<file path="config.mk">
export PLATFORM = sky130hd
export DESIGN_NAME = store_buffer_bridge
export DESIGN_NICKNAME = d
export VERILOG_FILES = /design/src/rtl/store_buffer_bridge.sv
export SDC_FILE = /design/constraint.sdc
export NUM_CORES = 1
export LEC_CHECK = 0
export ABC_AREA = 1
export CORE_MARGIN = 5
export CORE_UTILIZATION = 35
export CTS_CLUSTER_DIAMETER = 100
export CTS_CLUSTER_SIZE = 14
export DETAILED_ROUTE_END_ITERATION = 8
export PLACE_DENSITY = 0.61
export SLEW_MARGIN = 20
export SYNTH_ARGS = -nofsm -noshare
export SYNTH_HDL_FRONTEND = slang
export SYNTH_SLANG_ARGS = --single-unit
</file>
<file path="constraint.sdc">
create_clock -name clk -period 8.4 [get_ports clk]
set_clock_uncertainty 0.05 [all_clocks]
set_input_delay 1.26 -clock clk [delete_from_list [all_inputs] [get_ports clk]]
set_output_delay 1.26 -clock clk [all_outputs]
set_load 0.01 [all_outputs]
</file>
<file path="src/rtl/store_buffer_bridge.sv">
// Posted-store FIFO bridge between a single-cycle CPU data port and a handshaked,
// multi-cycle data memory. Loads forward from the youngest matching buffered store.
module store_buffer_bridge #(
  parameter int unsigned DEPTH  = 4,
  parameter int unsigned ADR_W  = 32,
  parameter int unsigned DATA_W = 32
) (
  input  logic                       clk,
  input  logic                       rst,
  input  logic [ADR_W-1:0]           cpu_adr,
  input  logic [DATA_W-1:0]          cpu_wdata,
  input  logic                       cpu_read,
  input  logic                       cpu_write,
  output logic [DATA_W-1:0]          cpu_rdata,
  output logic                       stall,
  output logic                       mem_req,
  output logic                       mem_we,
  output logic [ADR_W-1:0]           mem_adr,
  output logic [DATA_W-1:0]          mem_wdata,
  input  logic [DATA_W-1:0]          mem_rdata,
  input  logic                       mem_ack,
  output logic [$clog2(DEPTH+1)-1:0] count,
  output logic                       empty
);

  localparam int unsigned PtrW = $clog2(DEPTH);
  localparam int unsigned CntW = $clog2(DEPTH + 1);
  localparam logic [CntW-1:0] CntFull = CntW'(DEPTH);

  typedef enum logic [1:0] {StIdle, StDrain, StRd, StRdDone} state_e;

  state_e              state_q, state_d;
  logic [ADR_W-1:0]    adr_q  [DEPTH];
  logic [DATA_W-1:0]   data_q [DEPTH];
  logic [PtrW-1:0]     head_q, head_d, tail_q, tail_d;
  logic [CntW-1:0]     count_q, count_d;
  logic [DATA_W-1:0]   rdata_q, rdata_d;
  logic [ADR_W-1:0]    rd_adr_q, rd_adr_d;

  logic                full, push, pop, hit, load_miss;
  logic [DATA_W-1:0]   hit_data;
  logic [PtrW-1:0]     idx;

  // Scan oldest to youngest so the last match found is the youngest one.
  always_comb begin
    hit      = 1'b0;
    hit_data = '0;
    idx      = '0;
    for (int unsigned i = 0; i < DEPTH; i++) begin
      idx = head_q + PtrW'(i);
      if ((CntW'(i) < count_q) && (adr_q[idx][ADR_W-1:2] == cpu_adr[ADR_W-1:2])) begin
        hit      = 1'b1;
        hit_data = data_q[idx];
      end
    end
  end

  assign full      = (count_q == CntFull);
  assign push      = cpu_write & ~full;
  assign load_miss = cpu_read & ~cpu_write & ~hit;
  assign pop       = (state_q == StDrain) & mem_ack;

  always_comb begin
    head_d  = pop  ? head_q + PtrW'(1) : head_q;
    tail_d  = push ? tail_q + PtrW'(1) : tail_q;
    count_d = count_q;
    unique case ({push, pop})
      2'b10:   count_d = count_q + CntW'(1);
      2'b01:   count_d = count_q - CntW'(1);
      default: count_d = count_q;
    endcase
  end

  always_comb begin
    state_d  = state_q;
    rd_adr_d = rd_adr_q;
    rdata_d  = rdata_q;
    unique case (state_q)
      StIdle: begin
        // A pending load miss wins over starting a new drain.
        if (load_miss) begin
          state_d  = StRd;
          rd_adr_d = cpu_adr;
        end else if (count_q != '0) begin
          state_d = StDrain;
        end
      end
      StDrain: begin
        if (mem_ack) begin
          state_d = ((count_q > CntW'(1)) && !load_miss) ? StDrain : StIdle;
        end
      end
      StRd: begin
        if (mem_ack) begin
          rdata_d = mem_rdata;
          state_d = StRdDone;
        end
      end
      StRdDone: state_d = StIdle;
      default:  state_d = StIdle;
    endcase
  end

  always_comb begin
    mem_req   = 1'b0;
    mem_we    = 1'b0;
    mem_adr   = '0;
    mem_wdata = '0;
    unique case (state_q)
      StDrain: begin
        mem_req   = 1'b1;
        mem_we    = 1'b1;
        mem_adr   = adr_q[head_q];
        mem_wdata = data_q[head_q];
      end
      StRd: begin
        mem_req = 1'b1;
        mem_adr = rd_adr_q;
      end
      default: ;
    endcase

    stall     = (cpu_write & full) | (load_miss & (state_q != StRdDone));
    cpu_rdata = '0;
    if (state_q == StRdDone) begin
      cpu_rdata = rdata_q;
    end else if (cpu_read & hit) begin
      cpu_rdata = hit_data;
    end
  end

  assign count = count_q;
  assign empty = (count_q == '0) && (state_q != StDrain);

  // Entry storage needs no reset: count_q gates every use of it.
  always_ff @(posedge clk) begin
    if (push) begin
      adr_q[tail_q]  <= cpu_adr;
      data_q[tail_q] <= cpu_wdata;
    end
  end

  always_ff @(posedge clk or negedge rst) begin
    if (!rst) begin
      state_q  <= StIdle;
      head_q   <= '0;
      tail_q   <= '0;
      count_q  <= '0;
      rdata_q  <= '0;
      rd_adr_q <= '0;
    end else begin
      state_q  <= state_d;
      head_q   <= head_d;
      tail_q   <= tail_d;
      count_q  <= count_d;
      rdata_q  <= rdata_d;
      rd_adr_q <= rd_adr_d;
    end
  end

endmodule

</file>
==> results_dict.tcl <==
set metrics [dict create \
    status "finished, final reports clean" \
    die_x_um 254.4 \
    min_period_ps 7174 \
    slew_headroom_pct 27.16 \
    end_kind "output port" \
    vias 19173 \
    hold_class "register to register" \
    cp.arrival_ps 5860 \
    cts_htree_levels 1 \
    dp_hpwl_mm 43.81 \
    drc_errors 0 \
    final.period_utilization_pct 85.40 \
    rrSetupSlack_ps 3290 \
    initial_core_util_pct 35.36 \
    yosys.cell_count.top_type "nand2_1" \
    p_leak_uw 0.01090 \
    final_core_util_pct 41.07 \
    synthesis.area_um2 20910 \
    yosysWarnings 0 \
    drive_gt1_share_pct 3.473 \
    clockRootBuffer "clkbuf_16" \
    holdWs_ps 435.6 \
    nets 3176 \
    synthCells 2966 \
    ctsResizeCount 0 \
    slew_violations 0 \
    critPathMaxFanout 80 \
    synthTopCellsByArea "edfxtp_1 (37%), nand2_1 (23%), dfrtp_1 (8.7%), nand3_1 (7.3%), o21ai_0 (6.7%)" \
    ys_seq_elements 329 \
    core-area_um2 59130 \
    port_buffers 203 \
    grt.total_usage_pct 19.38 \
    finalWirelength_mm 65.61 \
    rsz0062_at_grt "false" \
    synth_cell_types 28 \
    std_cell_rows 89 \
    setup_viol 0 \
    cts_buffers 27 \
    critical_path_class "register to output port" \
    firstDrtPassIters 8 \
    worst_slew_pin_slew_ps 1093 \
    drtIter0Drc 1606 \
    synth_top_area_cell "edfxtp_1" \
    fmax_mhz 139.4 \
    antenna_found_initial 2 \
    worst_setup_path_start_kind "register" \
    grt_overflow 0 \
    yosysSeqAreaShare_pct 45.50 \
    power.density_nw_per_um2 356.6 \
    path_clk_slew_ps 70 \
    grt_max_degree 260 \
    finalHoldViolCount 0 \
    clkLatencyLatePin_ps 590 \
    gp_congestion 0.8834 \
    crit_required_ps 7090 \
    seqCellArea_um2 9522 \
    wire_per_inst_um 17.02 \
    cts_tree "yes" \
    avgSynthCellArea_um2 7.050 \
    die_area_um2 64730 \
    synthFlopType "edfxtp_1" \
    clock-sinks 329 \
    dp.cells 3805 \
    grt_pass1_vias 16972 \
    syn_to_final_growth_pct 16.13 \
    die_h_um 254.4 \
    clockBufferDepth 3 \
    ir_drop_mv 0.3755 \
    synth_top_area_share_pct 36.76 \
    synth_commonest_cells "nand2_1 (1309), nand3_1 (303), o21ai_0 (278)" \
    ys_async_sr_fraction_pct 22.19 \
    ant_nets 0 \
    post_cts_buffers 0 \
    syn-num-nets 3081 \
    timing.setup.tns_ps 0 \
    drv_cap 0 \
    grt_pass1_wl_mm 99.26 \
    fin_cells 3856 \
    multi_input_area_um2 9911 \
    synth_edf_count 256 \
    io-pin-count 204 \
    nFillCells 6037 \
    ctsHoldBuffers 0 \
    via_per_inst 4.972 \
]
-- cell type report --
cell class	instances	area share, %
well taps	773	3.983
flip-flops and latches	329	39.21
diodes	2	0.02061
clock inverters	2	0.1134
clock buffers	47	3.133
repair buffers	226	9.171
multi-input cells	2249	40.81
inverters	228	3.555
-- cells by family (layout without fill, tap and decap cells) --
| logic type | after synthesis | in the layout | share of synthesized area [%] |
|---|---|---|---|
| xor gates and xnor gates | 11 | 11 | 0.4608 |
| AOI/OAI and AO/OA | 386 | 386 | 9.682 |
| adders and majority gates | 14 | 14 | 0.8377 |
| and+or+nand+nor | 1806 | 1806 | 34.39 |
| buffers and inverters | 388 | 503 | 7.402 |
| DFF | 329 | 329 | 45.50 |
| muxes | 32 | 32 | 1.723 |
| other | 0 | 2 | 0 |
-- routing by layer --
layer	share of wire (%)	vias up	track usage, %
li1	-	9786	-
met1	46	8708	27.63
met2	46	614	32.33
met3	6.8	65	2.529
met4	1.5	0	3.176
met5	0	-	0
-- sequential cells by signal, indices dropped and copies added, names as in the netlist --
register  count
data_q      128
head_q        2
tail_q        2
rdata_q      32
count         3
state_q       2
adr_q       128
rd_adr_q     32
-- per-stage QoR --
stage          area, um2  total power [uW]  setup slack, ps
2_1_floorplan      20910              5850             3746
3_3_place_gp       23490              7403             1945
3_5_place_dp       23490              7447             1898
4_1_cts            24280              8703             1231
5_1_grt            24280              9413            870.8
6_report           24280              8658             1226
-- path summary, 6_finish.rpt --
path                               from       endpoint  depth (start not counted)
setup / recovery              head_q[0]  cpu_rdata[11]                         20
hold / removal             rd_adr_q[21]   rd_adr_q[21]                          2
setup reg to reg              head_q[0]   rd_adr_q[15]                         17
hold reg to reg            rd_adr_q[21]   rd_adr_q[21]                          2
max in group asynchronous           rst      head_q[0]                          2
min in group asynchronous           rst     rdata_q[7]                          1
-- cell usage in the layout (no fill, tap or decap), types with 12 or more instances in the layout --
cell type,netlist,final
nand3_1,303,303
ha_1,14,12
o21ai_0,278,278
inv_1,224,223
nor2_1,187,182
a21oi_1,38,38
mux2_2,32,32
buf_4,4,22
o21ai_1,33,33
clkbuf_1,72,19
clkbuf_16,0,27
nand2_1,1309,1308
clkdlybuf4s50_1,0,202
dfrtp_1,73,71
edfxtp_1,256,256
o211ai_1,32,32
-- critical path, cell delays in order (launching register included) --
cell and delay [ps]:
dfrtp_4 780, inv_6 590, nand2_1 130, nand2_2 460, buf_12 320, nand2_1 110, nand3_1 90, nand2_1 120
nor2_1 110, nand2_1 50, nor2_1 160, nand2_1 110, nor2_4 580, nor2_2 160, nor2_2 120, buf_4 370
o211ai_1 150, nand2_1 100, nand2_1 80, nand2_1 70, clkdlybuf4s50_1 530
-- report_power, final --
group	total (uW)	internal [uW]	leakage, uW	switching [uW]
Combinational	4960	1610	0.00729	3360
Clock	1230	616	0.000372	613
Sequential	2460	2210	0.00323	252
No activity file was read; power rests on OpenSTA's default activity.
